File: config.mk
export PLATFORM = sky130hd
export DESIGN_NAME = rvga_mem_arbiter_flat
export DESIGN_NICKNAME = d
export VERILOG_FILES = /design/src/rtl/rvga_mem_arbiter_pkg.sv /design/src/rtl/rvga_mem_arbiter_if.sv /design/src/rtl/rvga_arb_pick.sv /design/src/rtl/rvga_mem_arbiter.sv /design/src/flat_wrapper.sv
export SDC_FILE = /design/constraint.sdc
export NUM_CORES = 1
export LEC_CHECK = 0
export CORE_UTILIZATION = 29
export CTS_CLUSTER_DIAMETER = 120
export DETAILED_ROUTE_END_ITERATION = 6
export PLACE_DENSITY = 0.68
export RECOVER_POWER = 25
export SYNTH_ARGS = -nofsm -noshare
export SYNTH_HDL_FRONTEND = slang
export SYNTH_SLANG_ARGS = --single-unit
File: constraint.sdc
create_clock -name clk_i -period 1.8 [get_ports clk_i]
set_input_delay 0.18 -clock clk_i [delete_from_list [all_inputs] [get_ports clk_i]]
set_output_delay 0.18 -clock clk_i [all_outputs]
set_load 0.03 [all_outputs]
File: src/rtl/rvga_mem_arbiter_pkg.sv
// Shared types for the imem/dmem memory-port arbiter.
// Holds FSM state, owner encoding and the latched request bundle.
package rvga_mem_arbiter_pkg;

  localparam int XLEN = 32;

  typedef logic [XLEN-1:0] rvga_word;

  typedef enum logic [1:0] {
    ARB_IDLE,
    ARB_ISSUE,
    ARB_WAIT
  } rvga_arb_state_e;

  typedef enum logic {
    OWN_IMEM,
    OWN_DMEM
  } rvga_mem_owner_e;

  typedef struct packed {
    rvga_mem_owner_e owner;
    logic            we;
    rvga_word        addr;
    rvga_word        wdata;
    rvga_word        snap;
  } arb_req_t;

endpackage

File: src/rtl/rvga_mem_arbiter_if.sv
// Core-side (imem/dmem) and memory-side signals of the arbiter.
// slave: arbiter view; master: core + memory view.
interface rvga_mem_arbiter_if;
  import rvga_mem_arbiter_pkg::*;

  logic     imem_r_v_i;
  rvga_word imem_addr_i;
  rvga_word imem_data_o;
  logic     imem_resp_v_o;

  logic     dmem_r_v_i;
  logic     dmem_w_v_i;
  rvga_word dmem_addr_i;
  rvga_word dmem_data_i;
  rvga_word dmem_data_o;
  logic     dmem_resp_v_o;

  logic     mem_r_v_o;
  logic     mem_w_v_o;
  rvga_word mem_addr_o;
  rvga_word mem_data_o;
  logic     mem_ready_i;
  rvga_word mem_data_i;
  logic     mem_resp_v_i;

  modport slave (
    input  imem_r_v_i,
    input  imem_addr_i,
    output imem_data_o,
    output imem_resp_v_o,
    input  dmem_r_v_i,
    input  dmem_w_v_i,
    input  dmem_addr_i,
    input  dmem_data_i,
    output dmem_data_o,
    output dmem_resp_v_o,
    output mem_r_v_o,
    output mem_w_v_o,
    output mem_addr_o,
    output mem_data_o,
    input  mem_ready_i,
    input  mem_data_i,
    input  mem_resp_v_i
  );

  modport master (
    output imem_r_v_i,
    output imem_addr_i,
    input  imem_data_o,
    input  imem_resp_v_o,
    output dmem_r_v_i,
    output dmem_w_v_i,
    output dmem_addr_i,
    output dmem_data_i,
    input  dmem_data_o,
    input  dmem_resp_v_o,
    input  mem_r_v_o,
    input  mem_w_v_o,
    input  mem_addr_o,
    input  mem_data_o,
    output mem_ready_i,
    output mem_data_i,
    output mem_resp_v_i
  );

endinterface

File: src/rtl/rvga_arb_pick.sv
// Owner selection: fixed dmem priority with an imem starvation counter.
// Ports: clk_i, rst_i, arb_i (arbitration this cycle), imem_req, dmem_req -> owner.
module rvga_arb_pick
  import rvga_mem_arbiter_pkg::*;
#(
  parameter int STARVE_LIMIT = 4,
  parameter int CNT_W        = 3
) (
  input  logic            clk_i,
  input  logic            rst_i,
  input  logic            arb_i,
  input  logic            imem_req,
  input  logic            dmem_req,
  output rvga_mem_owner_e owner
);

  localparam logic [CNT_W-1:0] LIMIT = CNT_W'(STARVE_LIMIT);

  logic [CNT_W-1:0] starve_cnt;
  logic             force_imem;

  // imem has lost LIMIT contested rounds in a row: it takes this one
  assign force_imem = imem_req && (starve_cnt == LIMIT);
  assign owner = (dmem_req && !force_imem) ? OWN_DMEM : OWN_IMEM;

  always_ff @(posedge clk_i) begin
    if (rst_i) begin
      starve_cnt <= '0;
    end else if (arb_i) begin
      if (owner == OWN_IMEM) begin
        starve_cnt <= '0;
      end else if (imem_req && starve_cnt != LIMIT) begin
        starve_cnt <= starve_cnt + 1'b1;
      end
    end
  end

endmodule

File: src/rtl/rvga_mem_arbiter.sv
// Shares one memory port between imem fetch and dmem load/store.
// Ports: clk_i, rst_i (sync, high), bus (rvga_mem_arbiter_if.slave).
module rvga_mem_arbiter #(
  parameter int STARVE_LIMIT = 4,
  parameter int CNT_W        = 3
) (
  input logic               clk_i,
  input logic               rst_i,
  rvga_mem_arbiter_if.slave bus
);
  import rvga_mem_arbiter_pkg::*;

  rvga_arb_state_e state_q;
  rvga_arb_state_e state_d;
  arb_req_t        req_q;
  arb_req_t        req_d;
  rvga_mem_owner_e pick;

  logic     imem_req;
  logic     dmem_req;
  logic     arb_en;
  logic     imem_hit;
  logic     pick_we;

  logic     mem_r_v;
  logic     mem_w_v;
  rvga_word mem_addr;
  rvga_word mem_data;
  logic     imem_resp_v;
  logic     dmem_resp_v;
  rvga_word imem_data;
  rvga_word dmem_data;

  assign imem_req = bus.imem_r_v_i;
  assign dmem_req = bus.dmem_r_v_i | bus.dmem_w_v_i;
  assign arb_en   = (state_q == ARB_IDLE) && (imem_req || dmem_req);

  // fetch still wanted at the same address; otherwise the core redirected
  assign imem_hit = bus.imem_r_v_i &&
                    (bus.imem_addr_i == req_q.snap);

  assign pick_we = (pick == OWN_DMEM) && bus.dmem_w_v_i;

  rvga_arb_pick #(
    .STARVE_LIMIT(STARVE_LIMIT),
    .CNT_W       (CNT_W)
  ) u_pick (
    .clk_i   (clk_i),
    .rst_i   (rst_i),
    .arb_i   (arb_en),
    .imem_req(imem_req),
    .dmem_req(dmem_req),
    .owner   (pick)
  );

  always_ff @(posedge clk_i) begin
    if (rst_i) begin
      state_q <= ARB_IDLE;
      req_q   <= '0;
    end else begin
      state_q <= state_d;
      req_q   <= req_d;
    end
  end

  always_comb begin
    state_d     = state_q;
    req_d       = req_q;
    mem_r_v     = 1'b0;
    mem_w_v     = 1'b0;
    mem_addr    = '0;
    mem_data    = '0;
    imem_resp_v = 1'b0;
    dmem_resp_v = 1'b0;
    imem_data   = '0;
    dmem_data   = '0;
    unique case (state_q)
      ARB_IDLE: begin
        if (arb_en) begin
          state_d     = ARB_ISSUE;
          req_d.owner = pick;
          req_d.we    = pick_we;
          req_d.snap  = bus.imem_addr_i;
          req_d.addr  = (pick == OWN_DMEM) ?
                        bus.dmem_addr_i : bus.imem_addr_i;
          req_d.wdata = pick_we ? bus.dmem_data_i : '0;
        end
      end
      ARB_ISSUE: begin
        // driven from registers only, never from core inputs
        mem_r_v  = !req_q.we;
        mem_w_v  = req_q.we;
        mem_addr = req_q.addr;
        mem_data = req_q.wdata;
        if (bus.mem_ready_i) begin
          state_d = ARB_WAIT;
        end
      end
      ARB_WAIT: begin
        if (bus.mem_resp_v_i) begin
          state_d = ARB_IDLE;
          if (req_q.owner == OWN_DMEM) begin
            dmem_resp_v = 1'b1;
            dmem_data   = bus.mem_data_i;
          end else if (imem_hit) begin
            imem_resp_v = 1'b1;
            imem_data   = bus.mem_data_i;
          end
        end
      end
      default: begin
        state_d = ARB_IDLE;
      end
    endcase
  end

  assign bus.mem_r_v_o     = mem_r_v;
  assign bus.mem_w_v_o     = mem_w_v;
  assign bus.mem_addr_o    = mem_addr;
  assign bus.mem_data_o    = mem_data;
  assign bus.imem_resp_v_o = imem_resp_v;
  assign bus.imem_data_o   = imem_data;
  assign bus.dmem_resp_v_o = dmem_resp_v;
  assign bus.dmem_data_o   = dmem_data;

endmodule

File: src/flat_wrapper.sv
// flat-port wrapper written by rule: the top's interface ports become plain ports
module rvga_mem_arbiter_flat import rvga_mem_arbiter_pkg::*;
#(
  parameter int STARVE_LIMIT = 4,
  parameter int CNT_W        = 3
)
  (clk_i, rst_i, bus_imem_r_v_i, bus_imem_addr_i, bus_imem_data_o, bus_imem_resp_v_o, bus_dmem_r_v_i, bus_dmem_w_v_i, bus_dmem_addr_i, bus_dmem_data_i, bus_dmem_data_o, bus_dmem_resp_v_o, bus_mem_r_v_o, bus_mem_w_v_o, bus_mem_addr_o, bus_mem_data_o, bus_mem_ready_i, bus_mem_data_i, bus_mem_resp_v_i);
  rvga_mem_arbiter_if bus_i ();
  input logic clk_i;
  input logic rst_i;
  input wire logic [$bits(bus_i.imem_r_v_i)-1:0] bus_imem_r_v_i;
  input wire logic [$bits(bus_i.imem_addr_i)-1:0] bus_imem_addr_i;
  output wire logic [$bits(bus_i.imem_data_o)-1:0] bus_imem_data_o;
  output wire logic [$bits(bus_i.imem_resp_v_o)-1:0] bus_imem_resp_v_o;
  input wire logic [$bits(bus_i.dmem_r_v_i)-1:0] bus_dmem_r_v_i;
  input wire logic [$bits(bus_i.dmem_w_v_i)-1:0] bus_dmem_w_v_i;
  input wire logic [$bits(bus_i.dmem_addr_i)-1:0] bus_dmem_addr_i;
  input wire logic [$bits(bus_i.dmem_data_i)-1:0] bus_dmem_data_i;
  output wire logic [$bits(bus_i.dmem_data_o)-1:0] bus_dmem_data_o;
  output wire logic [$bits(bus_i.dmem_resp_v_o)-1:0] bus_dmem_resp_v_o;
  output wire logic [$bits(bus_i.mem_r_v_o)-1:0] bus_mem_r_v_o;
  output wire logic [$bits(bus_i.mem_w_v_o)-1:0] bus_mem_w_v_o;
  output wire logic [$bits(bus_i.mem_addr_o)-1:0] bus_mem_addr_o;
  output wire logic [$bits(bus_i.mem_data_o)-1:0] bus_mem_data_o;
  input wire logic [$bits(bus_i.mem_ready_i)-1:0] bus_mem_ready_i;
  input wire logic [$bits(bus_i.mem_data_i)-1:0] bus_mem_data_i;
  input wire logic [$bits(bus_i.mem_resp_v_i)-1:0] bus_mem_resp_v_i;
  assign bus_i.imem_r_v_i = bus_imem_r_v_i;
  assign bus_i.imem_addr_i = bus_imem_addr_i;
  assign bus_imem_data_o = bus_i.imem_data_o;
  assign bus_imem_resp_v_o = bus_i.imem_resp_v_o;
  assign bus_i.dmem_r_v_i = bus_dmem_r_v_i;
  assign bus_i.dmem_w_v_i = bus_dmem_w_v_i;
  assign bus_i.dmem_addr_i = bus_dmem_addr_i;
  assign bus_i.dmem_data_i = bus_dmem_data_i;
  assign bus_dmem_data_o = bus_i.dmem_data_o;
  assign bus_dmem_resp_v_o = bus_i.dmem_resp_v_o;
  assign bus_mem_r_v_o = bus_i.mem_r_v_o;
  assign bus_mem_w_v_o = bus_i.mem_w_v_o;
  assign bus_mem_addr_o = bus_i.mem_addr_o;
  assign bus_mem_data_o = bus_i.mem_data_o;
  assign bus_i.mem_ready_i = bus_mem_ready_i;
  assign bus_i.mem_data_i = bus_mem_data_i;
  assign bus_i.mem_resp_v_i = bus_mem_resp_v_i;
  rvga_mem_arbiter #(.STARVE_LIMIT(STARVE_LIMIT), .CNT_W(CNT_W)) u_core (.clk_i(clk_i), .rst_i(rst_i), .bus(bus_i));
endmodule
Yosys cells after proc, flatten, opt, wreduce, memory -nomap -nowiden
Index checks and enable logic that the tools add are counted.
{"block": "word_totals", "output_inout_bits": 132, "regBits": 103, "word_cells": 58}
{"block": "classes", "reduce_logical": 13, "n_eq_ne": 9, "bitwise_logic": 1, "mux": 27, "addsub": 1}
{"op": "32-bit two-way mux", "count": 11}
{"op": "32-bit equality test", "count": 1}
{"op": "1-bit two-way mux", "count": 10}
{"op": "1-bit logical AND", "count": 6}
{"op": "2-bit two-way mux", "count": 3}
{"op": "3-bit two-way mux", "count": 2}
{"op": "2-bit inequality test, second input constant", "count": 3}
{"op": "2-bit case mux with 3 select lines", "count": 1}
{"op": "2-bit AND reduction", "count": 2}
{"op": "3-bit by 1-bit adder with 3-bit output, second input constant", "count": 1}
{"op": "3-bit equality test, second input constant", "count": 1}
{"op": "3-bit inequality test, second input constant", "count": 1}
{"op": "3-bit AND reduction", "count": 1}
{"op": "2-bit by 1-bit equality test with 1-bit output, second input constant", "count": 1}
{"op": "2-bit equality test, second input constant", "count": 1}
{"op": "1-bit zero test", "count": 2}
{"op": "2-bit zero test", "count": 1}
{"op": "2-bit by 1-bit inequality test with 1-bit output, second input constant", "count": 1}
{"op": "1-bit logical OR", "count": 1}
{"op": "1-bit bitwise OR", "count": 1}

Depth between registers and ports, before layout
{"block": "depth", "ltp_word": 7, "mapped_depth": 8}

Hierarchy
From an unflattened synthesis, not the netlist that was laid out.
{"block": "hier_totals", "cells_unflattened": 676, "hier_area_um2": 5625.4}
{"module": "rvga_mem_arbiter", "seq_area_each_um2": 2001.9, "area_per_inst_um2": 5437.7, "instances": 1, "cells_per_inst": 651}
{"module": "rvga_arb_pick", "seq_area_each_um2": 60.1, "area_per_inst_um2": 187.7, "instances": 1, "cells_per_inst": 25}

Worst setup path before layout
Ideal clock, no wire load.
{"block": "synth_timing", "path_kind": "register to output", "startpoint": "register u_core.req_q[22] (netlist name)", "endpoint": "output port bus_imem_resp_v_o", "setup_slack_ns": -0.569, "stages_incl_launch_ff": 6, "required_ns": 1.620, "n_path_buf": 1, "t_arrival_ns": 2.189, "path_cell_list": "dfxtp_1 -> xor2_1 -> nor4_2 -> clkbuf_1 -> nand2_1 -> nor4_1"}
{"block": "synth_via", "elab_chain_cells": 6}
{"element": "from (decl)", "line": "rvga_mem_arbiter.sv:15", "rtl": "arb_req_t req_q;"}
{"element": "from (signal assigned)", "line": "rvga_mem_arbiter.sv:62", "rtl": "req_q <= req_d;"}
{"element": "32-bit equality test", "line": "rvga_mem_arbiter.sv:40", "rtl": "(bus.imem_addr_i == req_q.snap);"}
{"element": "1-bit logical AND", "line": "rvga_mem_arbiter.sv:39", "rtl": "assign imem_hit = bus.imem_r_v_i &&"}
{"element": "1-bit two-way mux", "line": "rvga_mem_arbiter.sv:105", "rtl": "end else if (imem_hit) begin"}
{"element": "1-bit two-way mux", "line": "rvga_mem_arbiter.sv:102", "rtl": "if (req_q.owner == OWN_DMEM) begin"}
{"element": "1-bit two-way mux", "line": "rvga_mem_arbiter.sv:100", "rtl": "if (bus.mem_resp_v_i) begin"}
{"element": "1-bit two-way mux", "line": "rvga_mem_arbiter.sv:77", "rtl": "unique case (state_q)"}
{"element": "to (decl)", "line": "flat_wrapper.sv:14", "rtl": "output wire logic [$bits(bus_i.imem_resp_v_o)-1:0] bus_imem_resp_v_o;"}
Every way passes these cells.

Worst setup path in the final report
{"block": "layout_timing", "startpoint": "input port bus_imem_addr_i[30]", "endpoint": "output port bus_imem_data_o[11]"}
{"block": "layout_via", "elab_chain_cells": 6}
{"element": "from (decl)", "line": "flat_wrapper.sv:12", "rtl": "input wire logic [$bits(bus_i.imem_addr_i)-1:0] bus_imem_addr_i;"}
{"element": "32-bit equality test", "line": "rvga_mem_arbiter.sv:40"}
{"element": "1-bit logical AND", "line": "rvga_mem_arbiter.sv:39"}
{"element": "32-bit two-way mux", "line": "rvga_mem_arbiter.sv:105"}
{"element": "32-bit two-way mux", "line": "rvga_mem_arbiter.sv:102"}
{"element": "32-bit two-way mux", "line": "rvga_mem_arbiter.sv:100"}
{"element": "32-bit two-way mux", "line": "rvga_mem_arbiter.sv:77"}
{"element": "to (decl)", "line": "flat_wrapper.sv:13", "rtl": "output wire logic [$bits(bus_i.imem_data_o)-1:0] bus_imem_data_o;"}
Every way passes these cells.

==> out/qor.tcl <==
set qor(synthesis.instances) 707
set qor(grt_setup_unrepaired) {yes}
set qor(die_h_um) 140
set qor(synth_ff_type) {sky130_fd_sc_hd__dfxtp_1}
set qor(max_slew.worst_pin.slew_ns) 0.774
set qor(worstPathArrival_ns) 2.28
set qor(synth.cells.most_frequent) {135 x sky130_fd_sc_hd__nand2_1, 103 x sky130_fd_sc_hd__dfxtp_1, 97 x sky130_fd_sc_hd__and2_1}
set qor(critical_path.max_stage_delay_ns) 0.58
set qor(drtIter0Drc) 217
set qor(count_of_nets_left_with_antenna_violations_after_detail_routing) 0
set qor(number_of_flops_mapped_to_enable_cells_by_yosys) 0
set qor(drt-vias-per-instance) 4.94
set qor(fp.coreArea_um2) 18700
set qor(wire_per_inst_um) 17.3
set qor(cts_max_level) 3
set qor(post_route_cells_drive_above_1_share_pct) 33.6
set qor(later_pin_clock_latency_in_the_skew_report_ns) 0.35
set qor(routed-via-count) 6169
set qor(critPathSlowestCell) {sky130_fd_sc_hd__or4_4}
set qor(finalCritPeriodShare_pct) 136
set qor(grt_first_pass_wirelength_mm) 31.4
set qor(synth_warn) 0
set qor(cts_buffer_depth) 2
set qor(fin_worst_skew_ns) 0.0109
set qor(fin_total_pwr_mw) 6.41
set qor(detailedRoute.firstPassIterationCount) 7
set qor(synth.area.top_cells) {sky130_fd_sc_hd__dfxtp_1 37%, sky130_fd_sc_hd__and2_1 11%, sky130_fd_sc_hd__nand2_1 9.2%}
set qor(ioPinCount) 267
set qor(number_of_antenna_violations_at_the_first_check_in_global_routing) 2
set qor(clk_pin_slew_ns) 0.07
set qor(synth_seq_cells) 103
set qor(period_minus_slack_ns) 2.46
set qor(drc) 2
set qor(clock-root-buffer) {sky130_fd_sc_hd__clkbuf_16}
set qor(hold_class) {in -> reg}
set qor(combined_area_of_the_multi_input_logic_cells_um2) 3720
set qor(synthArstFlopShare_pct) 0
set qor(fill_cells) 1676
set qor(number_of_buffers_created_by_cts) 9
set qor(achievable_frequency_ghz) 0.407
set qor(setup-violations-final) 117
set qor(syn_area_um2) 5520
set qor(congestion_overflow_gr) 0
set qor(port_buffers) 266
set qor(worstPathRequired_ns) 1.62
set qor(leakagePower_nw) 4.58
set qor(postCtsHoldBufs) 0
set qor(cts_tree) {done}
set qor(fin_ws_ns) -0.656
set qor(vdd_drop_max_mv) 0.426
set qor(slew_headroom_pct) 48.4
set qor(initial_core_util_pct) 29.5
set qor(hold_viol) 0
set qor(cp_cell_sequence) {clkdlybuf4s50_1 -> xnor2_2 -> nand4_1 -> or4_4 -> clkbuf_16 -> nor4_4 -> buf_4}
set qor(dp_hpwl_mm) 14.7
set qor(finalMaxSlewViolations) 0
set qor(grt_start_max_net_pins) 54
set qor(cap_violations) 0
set qor(crit_path_end_kind) {output pin}
set qor(final_net_count) 1146
set qor(clock_sink_count) 103
set qor(area.growth.synth_to_final_pct) 82.5
set qor(placement_rows) 50
set qor(worst_setup_path_start_kind) {input port}
set qor(post-synth-top-count-cell) {sky130_fd_sc_hd__nand2_1}
set qor(wl_mm) 21.6
set qor(failed_checks) {DRC, setup timing}
set qor(postSynthAreaPerCell_um2) 7.81
set qor(floorplan.die.width_um) 140
set qor(ys_types) 35
set qor(register_area_um2) 2070
set qor(outcome) {finished with violations}
set qor(grt_pass1_vias) 5860
set qor(floorplan.die_area_um2) 19600
set qor(criticalPathCategory) {in -> out}
set qor(global_route.usage.total_pct) 20.4
set qor(dp_slack_ns) -0.660
set qor(synth-seq-area-share_pct) 37.4
set qor(syn_nets) 844
set qor(synth_top_area_cell) {sky130_fd_sc_hd__dfxtp_1}
set qor(finalWeightedCongestion) 0.797
set qor(yosysTopAreaCellShare_pct) 37.4
set qor(power_per_cell_area_nw_per_um2) 636
set qor(crit_path_max_fanout) 7
-- critical path: cells and delay by family --
kind | cells | cell delay, ns
buf+inv | 3 | 1.00
simple gates | 3 | 0.93
xor+xnor | 1 | 0.15
-- per-layer routing --
layer | vias to the layer above | GRT usage, % | part of all wire, %
li1 | 3024 | - | -
met1 | 2881 | 23.0 | 40
met2 | 230 | 37.4 | 51
met3 | 32 | 5.33 | 6.9
met4 | 2 | 6.02 | 2.2
met5 | - | 0 | 0.042
-- power breakdown --
group          switching (mW)  internal [mW]
sequential              0.109           2.49
clock                   0.942           1.10
combinational           0.940          0.831
total                    1.99           4.42
-- kinds of logic (layout without fill, tap and decap cells) --
logic type	after synthesis	count (layout)	synth area share (%)
simple gates	389	389	37.9
compound gates	112	112	14.4
flops	103	103	37.4
buf+inv	75	382	5.74
xor+xnor	26	26	4.13
fa+ha+maj	2	2	0.453
other cells	0	1	0
-- timing repair --
item,4_1_cts,5_1_grt
gates cloned,6,3
setup buffers,6,10
pin swaps,14,17
setup endpoints to repair,66,71
gates resized for setup,63,63
endpoints found under the hold margin,0,0
-- metrics by stage --
| stage | cells | TNS (ns) | hold WS (ns) | instance area, um2 | util [%] |
|---|---|---|---|---|---|
| 4_1_cts | 1241 | -25.35 | 0.232 | 9850 | 52.7 |
| 6_report | 1249 | -41.58 | 0.193 | 10100 | 53.9 |
| 3_3_place_gp | 1213 | -23.70 | 0.443 | 9100 | 48.7 |
| 5_1_grt | 1248 | -58.77 | 0.221 | 10100 | 53.8 |
| 2_1_floorplan | 707 | -7.45 | 0.316 | 5830 | - |
| 3_5_place_dp | 1213 | -24.38 | 0.449 | 9100 | 48.7 |
-- final timing paths --
path | start | to | slack (ns) | depth (start not counted)
min | bus_imem_addr_i[28] | u_core.req_q[28] | 0.19 | 3
min reg2reg | u_core.req_q[25] | u_core.req_q[25] | 0.46 | 2
max | bus_imem_addr_i[30] | bus_imem_data_o[11] | -0.66 | 7
max reg2reg | u_core.state_q[1] | u_core.req_q[89] | 0.02 | 6
-- cell usage in the layout (no fill, tap or decap), types with 25 or more instances in the layout --
cell type	instances
sky130_fd_sc_hd__and2_1	65
sky130_fd_sc_hd__clkdlybuf4s50_1	129
sky130_fd_sc_hd__buf_4	137
sky130_fd_sc_hd__nor4_4	35
sky130_fd_sc_hd__dfxtp_1	99
sky130_fd_sc_hd__buf_12	25
sky130_fd_sc_hd__a21oi_1	38
sky130_fd_sc_hd__a22oi_1	33
sky130_fd_sc_hd__nor2_1	69
sky130_fd_sc_hd__and2_4	32
sky130_fd_sc_hd__a311oi_1	30
sky130_fd_sc_hd__buf_6	49
sky130_fd_sc_hd__nand2_1	135
-- sequential cells by signal, indices dropped and copies added, names as in the netlist --
signal,flops
u_core.req_q,98
u_core.state_q,2
u_core.u_pick.starve_cnt,3
-- layout make-up --
class                   instances  share of cell area, %
diodes                          1                 0.0248
repair buffers                357                   36.3
flip-flops and latches        103                   20.5
clock inverters                 7                  0.783
clock buffers                   9                   2.24
multi-input cells             529                   36.9
inverters                       9                  0.335
well taps                     234                   2.91
Power figures use the tool's default switching activity.
